## src/rtl/instr_fetch_initiator.sv

```systemverilog
// OBI instruction-side requester: sequential word fetch with PC redirect and a {addr,data,err} response FIFO.
// req/addr registered and held until gnt; credit limit guarantees FIFO room so rvalid is never stalled.
module instr_fetch_initiator #(
  parameter int unsigned DEPTH      = 4,
  parameter logic [31:0] RESET_ADDR = 32'h8000_0000
) (
  input  logic        clk,
  input  logic        rst,
  input  logic        fetch_en,
  input  logic        redirect_valid,
  input  logic [31:0] redirect_addr,
  output logic        instr_req,
  output logic [31:0] instr_addr,
  input  logic        instr_gnt,
  input  logic        instr_rvalid,
  input  logic [31:0] instr_rdata,
  input  logic        instr_err,
  output logic        out_valid,
  input  logic        out_ready,
  output logic [31:0] out_addr,
  output logic [31:0] out_rdata,
  output logic        out_err,
  output logic [4:0]  outstanding,
  output logic        proto_err
);

  localparam int unsigned AW       = (DEPTH > 1) ? $clog2(DEPTH) : 1;
  localparam logic [5:0]  LP_DEPTH = 6'(DEPTH);

  typedef enum logic {S_IDLE, S_REQ} state_t;

  state_t        r_state;
  logic          r_req;
  logic [31:0]   r_addr;
  logic [31:0]   r_pc;
  logic [4:0]    r_outstanding;
  logic [4:0]    r_discard;
  logic          r_stale;
  logic          r_proto_err;

  logic [AW-1:0] r_aq_wr;
  logic [AW-1:0] r_aq_rd;
  logic [31:0]   r_aq_mem [DEPTH];

  logic [AW-1:0] r_fq_wr;
  logic [AW-1:0] r_fq_rd;
  logic [4:0]    r_fq_cnt;
  logic [31:0]   r_fq_addr [DEPTH];
  logic [31:0]   r_fq_data [DEPTH];
  logic          r_fq_err  [DEPTH];

  logic [31:0]   r_hold_addr;
  logic [31:0]   r_hold_data;
  logic          r_hold_err;

  logic          w_gnt_fire;
  logic          w_rsp_fire;
  logic          w_push;
  logic          w_pop;
  logic          w_issue;
  logic [5:0]    w_used;
  logic [31:0]   w_redir_pc;
  logic [31:0]   w_base_pc;
  logic [4:0]    w_out_nxt;
  logic          w_fq_nonempty;
  logic          w_unused_addr_lsb;

  assign w_unused_addr_lsb = ^redirect_addr[1:0];

  assign w_gnt_fire    = (r_state == S_REQ) && instr_gnt;
  assign w_rsp_fire    = instr_rvalid && (r_outstanding != 5'd0);
  assign w_push        = w_rsp_fire && (r_discard == 5'd0) && !redirect_valid;
  assign w_fq_nonempty = (r_fq_cnt != 5'd0);
  assign w_pop         = w_fq_nonempty && out_ready && !redirect_valid;
  assign w_used        = {1'b0, r_outstanding} + {1'b0, r_fq_cnt};
  assign w_redir_pc    = {redirect_addr[31:2], 2'b00};
  assign w_base_pc     = redirect_valid ? w_redir_pc : r_pc;
  assign w_out_nxt     = r_outstanding + {4'b0, w_gnt_fire} - {4'b0, w_rsp_fire};

  // In REQ the pending request still holds a credit until it is granted.
  assign w_issue = fetch_en &&
                   ((r_state == S_IDLE) ? (w_used < LP_DEPTH)
                                        : (w_gnt_fire && ((w_used + 6'd1) < LP_DEPTH)));

  always_ff @(posedge clk or posedge rst) begin
    if (rst) begin
      r_state <= S_IDLE;
      r_req   <= 1'b0;
      r_addr  <= RESET_ADDR;
      r_pc    <= RESET_ADDR;
    end else begin
      if (w_issue) begin
        r_state <= S_REQ;
        r_req   <= 1'b1;
        r_addr  <= w_base_pc;
        r_pc    <= w_base_pc + 32'd4;
      end else begin
        r_pc <= w_base_pc;
        if (w_gnt_fire) begin
          r_state <= S_IDLE;
          r_req   <= 1'b0;
        end
      end
    end
  end

  // A request left pending across a redirect is marked stale and discarded once granted.
  always_ff @(posedge clk or posedge rst) begin
    if (rst) begin
      r_outstanding <= 5'd0;
      r_discard     <= 5'd0;
      r_stale       <= 1'b0;
      r_proto_err   <= 1'b0;
    end else begin
      r_outstanding <= w_out_nxt;
      if (redirect_valid) begin
        r_discard <= w_out_nxt;
        r_stale   <= (r_state == S_REQ) && !instr_gnt;
      end else begin
        r_discard <= r_discard
                   - {4'b0, (w_rsp_fire && (r_discard != 5'd0))}
                   + {4'b0, (w_gnt_fire && r_stale)};
        if (w_gnt_fire) begin
          r_stale <= 1'b0;
        end
      end
      if (instr_rvalid && (r_outstanding == 5'd0)) begin
        r_proto_err <= 1'b1;
      end
    end
  end

  always_ff @(posedge clk or posedge rst) begin
    if (rst) begin
      r_aq_wr <= '0;
      r_aq_rd <= '0;
    end else begin
      if (w_gnt_fire) r_aq_wr <= r_aq_wr + AW'(1);
      if (w_rsp_fire) r_aq_rd <= r_aq_rd + AW'(1);
    end
  end

  always_ff @(posedge clk) begin
    if (w_gnt_fire) r_aq_mem[r_aq_wr] <= r_addr;
  end

  always_ff @(posedge clk or posedge rst) begin
    if (rst) begin
      r_fq_wr     <= '0;
      r_fq_rd     <= '0;
      r_fq_cnt    <= 5'd0;
      r_hold_addr <= 32'd0;
      r_hold_data <= 32'd0;
      r_hold_err  <= 1'b0;
    end else begin
      if (redirect_valid) begin
        r_fq_rd  <= r_fq_wr;
        r_fq_cnt <= 5'd0;
      end else begin
        if (w_push) r_fq_wr <= r_fq_wr + AW'(1);
        if (w_pop)  r_fq_rd <= r_fq_rd + AW'(1);
        r_fq_cnt <= r_fq_cnt + {4'b0, w_push} - {4'b0, w_pop};
      end
      if (w_fq_nonempty) begin
        r_hold_addr <= r_fq_addr[r_fq_rd];
        r_hold_data <= r_fq_data[r_fq_rd];
        r_hold_err  <= r_fq_err[r_fq_rd];
      end
    end
  end

  always_ff @(posedge clk) begin
    if (w_push) begin
      r_fq_addr[r_fq_wr] <= r_aq_mem[r_aq_rd];
      r_fq_data[r_fq_wr] <= instr_rdata;
      r_fq_err[r_fq_wr]  <= instr_err;
    end
  end

  assign instr_req   = r_req;
  assign instr_addr  = r_addr;
  assign outstanding = r_outstanding;
  assign proto_err   = r_proto_err;

  // Once drained, the head view freezes on the last word shown.
  assign out_valid = w_fq_nonempty;
  assign out_addr  = w_fq_nonempty ? r_fq_addr[r_fq_rd] : r_hold_addr;
  assign out_rdata = w_fq_nonempty ? r_fq_data[r_fq_rd] : r_hold_data;
  assign out_err   = w_fq_nonempty ? r_fq_err[r_fq_rd]  : r_hold_err;

endmodule

```

## config.mk

```make
export PLATFORM = sky130hd
export DESIGN_NAME = instr_fetch_initiator
export DESIGN_NICKNAME = d
export VERILOG_FILES = /design/src/rtl/instr_fetch_initiator.sv
export SDC_FILE = /design/constraint.sdc
export NUM_CORES = 1
export LEC_CHECK = 0
export ABC_AREA = 1
export CAP_MARGIN = 20
export CORE_UTILIZATION = 40
export DETAILED_ROUTE_END_ITERATION = 8
export PLACE_DENSITY_LB_ADDON = 0.08
export SYNTH_ARGS = -nofsm -noshare
export SYNTH_HDL_FRONTEND = slang
export SYNTH_SLANG_ARGS = --single-unit
```

## constraint.sdc

```tcl
create_clock -name clk -period 5.9 [get_ports clk]
set_input_delay 0.59 -clock clk [delete_from_list [all_inputs] [get_ports clk]]
set_output_delay 0.59 -clock clk [all_outputs]
set_load 0.05 [all_outputs]
```

* Word level (Yosys, flattened, before mapping)
Memories as Yosys holds them, arrays and structs flattened.
Cells that the tools add are included.
** Cells by class
- $lt $le $gt $ge :: 2
- Bitwise logic cells :: 1
- Reduce and logical (&&, ||, !) cells :: 23
- Muxes and demuxes :: 17
- Add/sub/neg operators :: 13
** Operators with widths (number)
- 32-bit two-way mux :: 4
- 32-bit by 3-bit adder with 32-bit output, second input constant :: 1
- 5-bit by 1-bit adder with 5-bit output :: 3
- 5-bit nonzero test :: 3
- 5-bit by 1-bit subtractor with 5-bit output :: 3
- 1-bit logical AND :: 12
- 6-bit by 3-bit less-than comparator with 1-bit output, second input constant :: 2
- 5-bit zero test :: 2
- 5-bit two-way mux :: 2
- 1-bit two-way mux :: 9
- 2-bit by 1-bit adder with 2-bit output, second input constant :: 4
- 5-bit by 5-bit adder with 6-bit output :: 1
- 6-bit by 1-bit adder with 6-bit output, second input constant :: 1
- 2-bit nonzero test :: 3
- 2-bit two-way mux :: 2
- 1-bit zero test :: 2
- 2-bit AND reduction :: 1
- 1-bit inverter :: 1
** Storage, ports and cells
- RAM bits :: 388
- Logic and storage cells :: 75
- Output and inout bits :: 105
- Register bits after elaboration :: 155
- Memories kept :: 4
** Memories
- r_aq_mem :: depth 4, width 32, read ports 1, clocked after Yosys merged registers in 0, write ports 1, RTL line 43 : logic [31:0] r_aq_mem [DEPTH];
- r_fq_addr :: depth 4, width 32, read ports 1, clocked after Yosys merged registers in 0, write ports 1, RTL line 48 : logic [31:0] r_fq_addr [DEPTH];
- r_fq_data :: depth 4, width 32, read ports 1, clocked after Yosys merged registers in 0, write ports 1, RTL line 49 : logic [31:0] r_fq_data [DEPTH];
- r_fq_err :: depth 4, width 1, read ports 1, clocked after Yosys merged registers in 0, write ports 1, RTL line 50 : logic r_fq_err [DEPTH];

* Longest topological paths before layout
- Depth after elaboration :: 7
- Gate-level depth with buffers :: 18

* Worst setup path before layout
OpenSTA, ideal clock, no wires.
- Path type :: register to register
- Start point :: reg r_outstanding[2], in the netlist outstanding[2]
- End point :: mem r_fq_addr[0][0] (enable)
- Arrival :: 4.282 ns
- Path slack :: 1.129 ns
- Setup time :: 0.488 ns
- Stages on the path, launching flop included :: 10
- Required time :: 5.412 ns
- Path through :: dfrtp_1 inv_1 ha_1 inv_1 nor2_1 nand2_1 nand2_1 nor2_1 inv_1 nor2_1
** On the way
- Word-level cells in the longest chain between the ends :: 6
** Ends and longest elaborated chain
- start: declaration :: RTL line 36 : logic [4:0] r_outstanding;
- start signal: assignment :: RTL line 115 : r_outstanding <= w_out_nxt;
- 5-bit nonzero test :: RTL line 71 : assign w_rsp_fire = instr_rvalid && (r_outstanding != 5'd0);
- 1-bit logical AND :: RTL line 71
- 1-bit logical AND (2 in a row) :: RTL line 72 : assign w_push = w_rsp_fire && (r_discard == 5'd0) && !redirect_valid;
- 1-bit two-way mux :: RTL line 173 : if (w_push) begin
- 1-bit two-way mux (not written as such) :: RTL line 174 : r_fq_addr[r_fq_wr] <= r_aq_mem[r_aq_rd];
- end: declaration :: RTL line 48
No other way between the ends.

* Worst setup path in the final report
- Start point :: reg r_fq_rd[0]
- End point :: out out_addr[0]
** On the way
- Word-level cells in the longest chain between the ends :: 2
** Ends and longest elaborated chain
- start: declaration :: RTL line 46 : logic [AW-1:0] r_fq_rd;
- start signal: assignment :: RTL line 157 : r_fq_rd <= r_fq_wr;
- start signal: assignment :: RTL line 161 : if (w_pop) r_fq_rd <= r_fq_rd + AW'(1);
- memory 4 x 32 bit
- 32-bit two-way mux
- end: declaration :: RTL line 20 : output logic [31:0] out_addr,
No other way between the ends.

==> flow_results.org <==
** Run status
- The run finished with clean final reports.

** Layout
- Design area :: 0.0268 mm²
- Relative area change from synthesis to final layout :: 20.4%
- Antenna fix cells :: 0
- The net count of the finished layout is 2261.
- Share of final-layout standard cells stronger than drive strength 1 :: 7.90%

** Floorplanning
- The die is 238 µm wide.
- Die Y-Extent :: 238 µm
- Initial core utilization :: 40.4%
- 177 I/O pins were placed.
- Number of core rows :: 86
- The die covers 0.0565 mm².
- Std-Cell Core Area :: 0.0550 mm²

** Setup path
- Launch point of the worst reg-to-reg path :: r_fq_cnt[3]
- The most critical setup path has its endpoint at out_addr[0].
- Worst reg2reg path depth :: 14
- Worst Path Required :: 5.31 ns
- In this run the worst setup path begins at r_fq_rd[0].
- In this run the register-to-register setup slack is 2.48 ns.
- Critical Path Sink Type :: output pin
- The worst register-to-register path ends at r_fq_cnt[4].
- Signal arrival time at the worst endpoint :: 3.88 ns
- Worst Path Max Fanout :: 82
- Startpoint class of the critical path :: flip-flop
- The critical path is of the flip-flop to output pin type.

** Power
- Of the total power, combinational logic draws 41.7%.
- Net switching is 41.7% of the power.
- Cell internal power was estimated by the tool at 9.07 mW.
- For this design the ratio of total power to cell area is 581 mW/mm².
- Leakage :: 10.1 nW
- Per report_power, the clock group accounts for 23.7% of the total.
- Of the total power, registers draw 34.6%.
- The analysis attributes to net switching a power of 6.48 mW.
- VDD sags by at most 0.000353 V.

** CTS
- The tree is rooted in a sky130_fd_sc_hd__clkbuf_16.
- Total CTS buffers :: 58
- TritonCTS built the clock tree.
- Clock insertion delay at the later pin of the skew report :: 0.60 ns
- Quantity of gates resized following cts :: 0
- Hold repair after CTS inserted 0 buffers.
- Buffers added to address setup during post-CTS repair amount to 0.
- The clock drives 543 sinks.
- After clock tree synthesis, the clock-pin slew on the worst setup and hold paths is 0.06 ns.
- CTS max path bufs :: 3
- Number of H-tree levels :: 2

** Route
- The count of nets left with antenna violations once routing finished came out at 0.
- Initial detailed-routing violation count :: 916
- Drt wl/cell :: 18.0 µm
- Number of detailed-routing iterations run before antenna repair :: 4
- Detailed-route wire length :: 53.1 mm
- Via count of the routed design :: 14400
- After detailed routing, the number of vias per cell comes to 4.87.
- After detailed routing, the number of remaining DRC violations is 0.

** Timing
- Period utilization :: 75.8%
- RSZ-0062 raised after global routing :: no
- The worst path meets setup with 1.43 ns of slack.
- Final setup violation count :: 0
- Clock skew :: 0.0170 ns
- Number of slew-limit violations in the final report :: 0
- Achievable frequency :: 223 MHz
- Min Tclk post-route :: 4.47 ns
- Setup Total Neg Slack :: 0 ns
- The final-report hold violation count is 0.
- Relative slew slack :: 29.2%
- Slew at the pin closest to its max-slew limit :: 1.06 ns

** Synthesis
- For this run, the number of Yosys warnings is 0.
- Post-Syn Area :: 0.0222 mm²
- Cell taking the most area after synthesis :: sky130_fd_sc_hd__edfxtp_1
- Largest cells by area after synthesis :: sky130_fd_sc_hd__edfxtp_1, sky130_fd_sc_hd__dfrtp_1, sky130_fd_sc_hd__nor2_1, sky130_fd_sc_hd__o21ai_0, sky130_fd_sc_hd__nand2_1
- Flop and latch count out of synthesis :: 543
- Synthesized Nets :: 2101
- Sequential elements use 69.9% of the synthesized area.
- Number of unique standard cell types used by synthesis :: 34
- Syn avg cell area :: 11.2 µm²
- Gate count after technology mapping :: 1993
- Post-synth top area share :: 52.4%

** Run
- Across the run, the number of max-cap violations was 0.

** Global route
- Number of global-route vias before repair :: 14300
- GRT Total Usage :: 19.1%
- The total overflow left after global routing is 0.
- Pin count of the biggest net entering global routing :: 111
- The first global-routing pass estimated 83.3 mm of wire.
- The number of antenna violations at the first check in global routing is 1.

** Placement
- IO Port Bufs :: 174
- After detailed placement, the total cell area comes to 0.0247 mm².
- Global placement routability congestion :: 0.843
- At the placement stage, the worst setup path has a slack of 1.72 ns.
- Summed over all nets, the half-perimeter wirelength after detailed placement is 30.6 mm.

** Min path
- Min-Delay Path Class :: primary input to flip-flop
-- cells by family (layout without fill, tap and decap cells) --
group	after synthesis	after routing	synth area share (%)
buf+inv	199	408	3.71
fa+ha+maj	36	36	2.16
simple gates	838	838	14.8
flops	543	543	69.9
xor+xnor	21	21	0.827
compound gates	356	356	8.62
-- worst min path at each step --
| stage | start | endpoint | slack [ns] | cells past startpoint |
|---|---|---|---|---|
| after floorplan | r_pc[0] | r_pc[0] | 0.46 | 2 |
| after global placement | proto_err | proto_err | 0.45 | 1 |
| after detailed placement | proto_err | proto_err | 0.46 | 1 |
| after CTS | redirect_valid | r_pc[1] | 0.38 | 2 |
| after global routing | redirect_valid | r_pc[1] | 0.42 | 2 |
| final | redirect_valid | r_pc[1] | 0.41 | 2 |
-- state kept, by name (all words and copies together) (netlist names), 2 cells and up --
signal and count:
instr_addr 32, outstanding 5, r_aq_mem 128, r_aq_rd 2, r_aq_wr 2, r_discard 5, r_fq_addr 128, r_fq_cnt 5
r_fq_data 128, r_fq_err 4, r_fq_rd 2, r_fq_wr 2, r_hold_addr 32, r_hold_data 32, r_pc 32
-- power by group through the flow --
stage / clock, mW / sequential (mW) / combinational (mW)
after floorplan: 0 / 5.62 / 4.13
after global placement: 0 / 5.42 / 6.49
after detailed placement: 0 / 5.45 / 6.56
after CTS: 3.78 / 5.38 / 6.57
after global routing: 3.92 / 5.44 / 7.09
final: 3.69 / 5.37 / 6.49
-- synth_stat cells --
cell type                  number
sky130_fd_sc_hd__edfxtp_1     388
sky130_fd_sc_hd__buf_1          6
sky130_fd_sc_hd__dfstp_2        2
sky130_fd_sc_hd__o211ai_1       2
sky130_fd_sc_hd__o21ai_1        2
sky130_fd_sc_hd__nand3_1       23
sky130_fd_sc_hd__fa_1           4
sky130_fd_sc_hd__nand2_2       22
sky130_fd_sc_hd__nor2_2        11
sky130_fd_sc_hd__nor4_1         1
sky130_fd_sc_hd__nor3_2         1
sky130_fd_sc_hd__inv_2          2
sky130_fd_sc_hd__clkinv_4       1
sky130_fd_sc_hd__nor2_1       467
sky130_fd_sc_hd__or2_2          2
sky130_fd_sc_hd__o22ai_1       32
sky130_fd_sc_hd__nand2_1      306
sky130_fd_sc_hd__o21ai_0      239
sky130_fd_sc_hd__ha_1          32
sky130_fd_sc_hd__inv_1         97
sky130_fd_sc_hd__buf_8          1
sky130_fd_sc_hd__a31o_2         1
sky130_fd_sc_hd__xor2_1        17
sky130_fd_sc_hd__dfrtp_1      153
sky130_fd_sc_hd__buf_2         19
sky130_fd_sc_hd__clkbuf_1      66
sky130_fd_sc_hd__nor2_4         2
sky130_fd_sc_hd__a31oi_1       66
sky130_fd_sc_hd__a21oi_1       13
sky130_fd_sc_hd__buf_6          3
sky130_fd_sc_hd__buf_4          4
sky130_fd_sc_hd__o221ai_1       1
sky130_fd_sc_hd__xnor2_1        4
sky130_fd_sc_hd__nand4_1        3
-- placed cells by master (no fill, tap or decap), drive strengths merged --
| master | synthesis | final |
|---|---|---|
| dfrtp | 153 | 153 |
| fa | 4 | 4 |
| nand4 | 3 | 3 |
| nor4 | 1 | 1 |
| clkdlybuf4s50 | 0 | 173 |
| o221ai | 1 | 1 |
| a31oi | 66 | 66 |
| clkinvlp | 0 | 5 |
| edfxtp | 388 | 388 |
| xor2 | 17 | 17 |
| dfstp | 2 | 2 |
| clkbuf | 66 | 85 |
| a31o | 1 | 1 |
| o211ai | 2 | 2 |
| o21ai | 241 | 241 |
| nor3 | 1 | 1 |
| or2 | 2 | 2 |
| ha | 32 | 32 |
| a21oi | 13 | 13 |
| bufinv | 0 | 5 |
| xnor2 | 4 | 4 |
| buf | 33 | 26 |
| inv | 99 | 99 |
| nand3 | 23 | 23 |
| nand2 | 328 | 328 |
| nor2 | 480 | 480 |
| o22ai | 32 | 32 |
| clkinv | 1 | 15 |
-- per-stage QoR --
stage	power (mW)	utilization [%]	instances	hold slack, ns
2_1_floorplan	9.75	-	1993	0.459
3_3_place_gp	11.9	44.9	2837	0.454
3_5_place_dp	12.0	44.9	2837	0.465
4_1_cts	15.7	48.5	2946	0.376
5_1_grt	16.5	48.7	2950	0.421
6_report	15.5	48.7	2950	0.406
-- routing by layer --
| metal | wire length [µm] | GRT usage, % | vias up |
|---|---|---|---|
| met4 | 1050 | 5.14 | 0 |
| met5 | 0 | 0 | - |
| met2 | 25600 | 32.4 | 244 |
| li1 | - | - | 7110 |
| met1 | 24500 | 25.5 | 6932 |
| met3 | 1940 | 2.87 | 69 |
-- final cells by class --
cell class                 count  area [µm²]
clock buffer                  85        1710
inverter                     100         387
clock inverter                24         259
fill                        5020       28200
sequential                   543       15500
tap                          748         936
multi-input combinational   1251        5930
timing repair buffer         199        2000
-- worst max-delay path, cell delays in order (launching register included) --
cell and delay (ns):
sky130_fd_sc_hd__dfrtp_4 0.82, sky130_fd_sc_hd__buf_4 0.85, sky130_fd_sc_hd__nor2_1 0.11, sky130_fd_sc_hd__nor2_1 0.11
sky130_fd_sc_hd__o21ai_0 0.09, sky130_fd_sc_hd__a31oi_1 0.28, sky130_fd_sc_hd__clkdlybuf4s50_1 0.94
(Power assumes the default switching activity.)
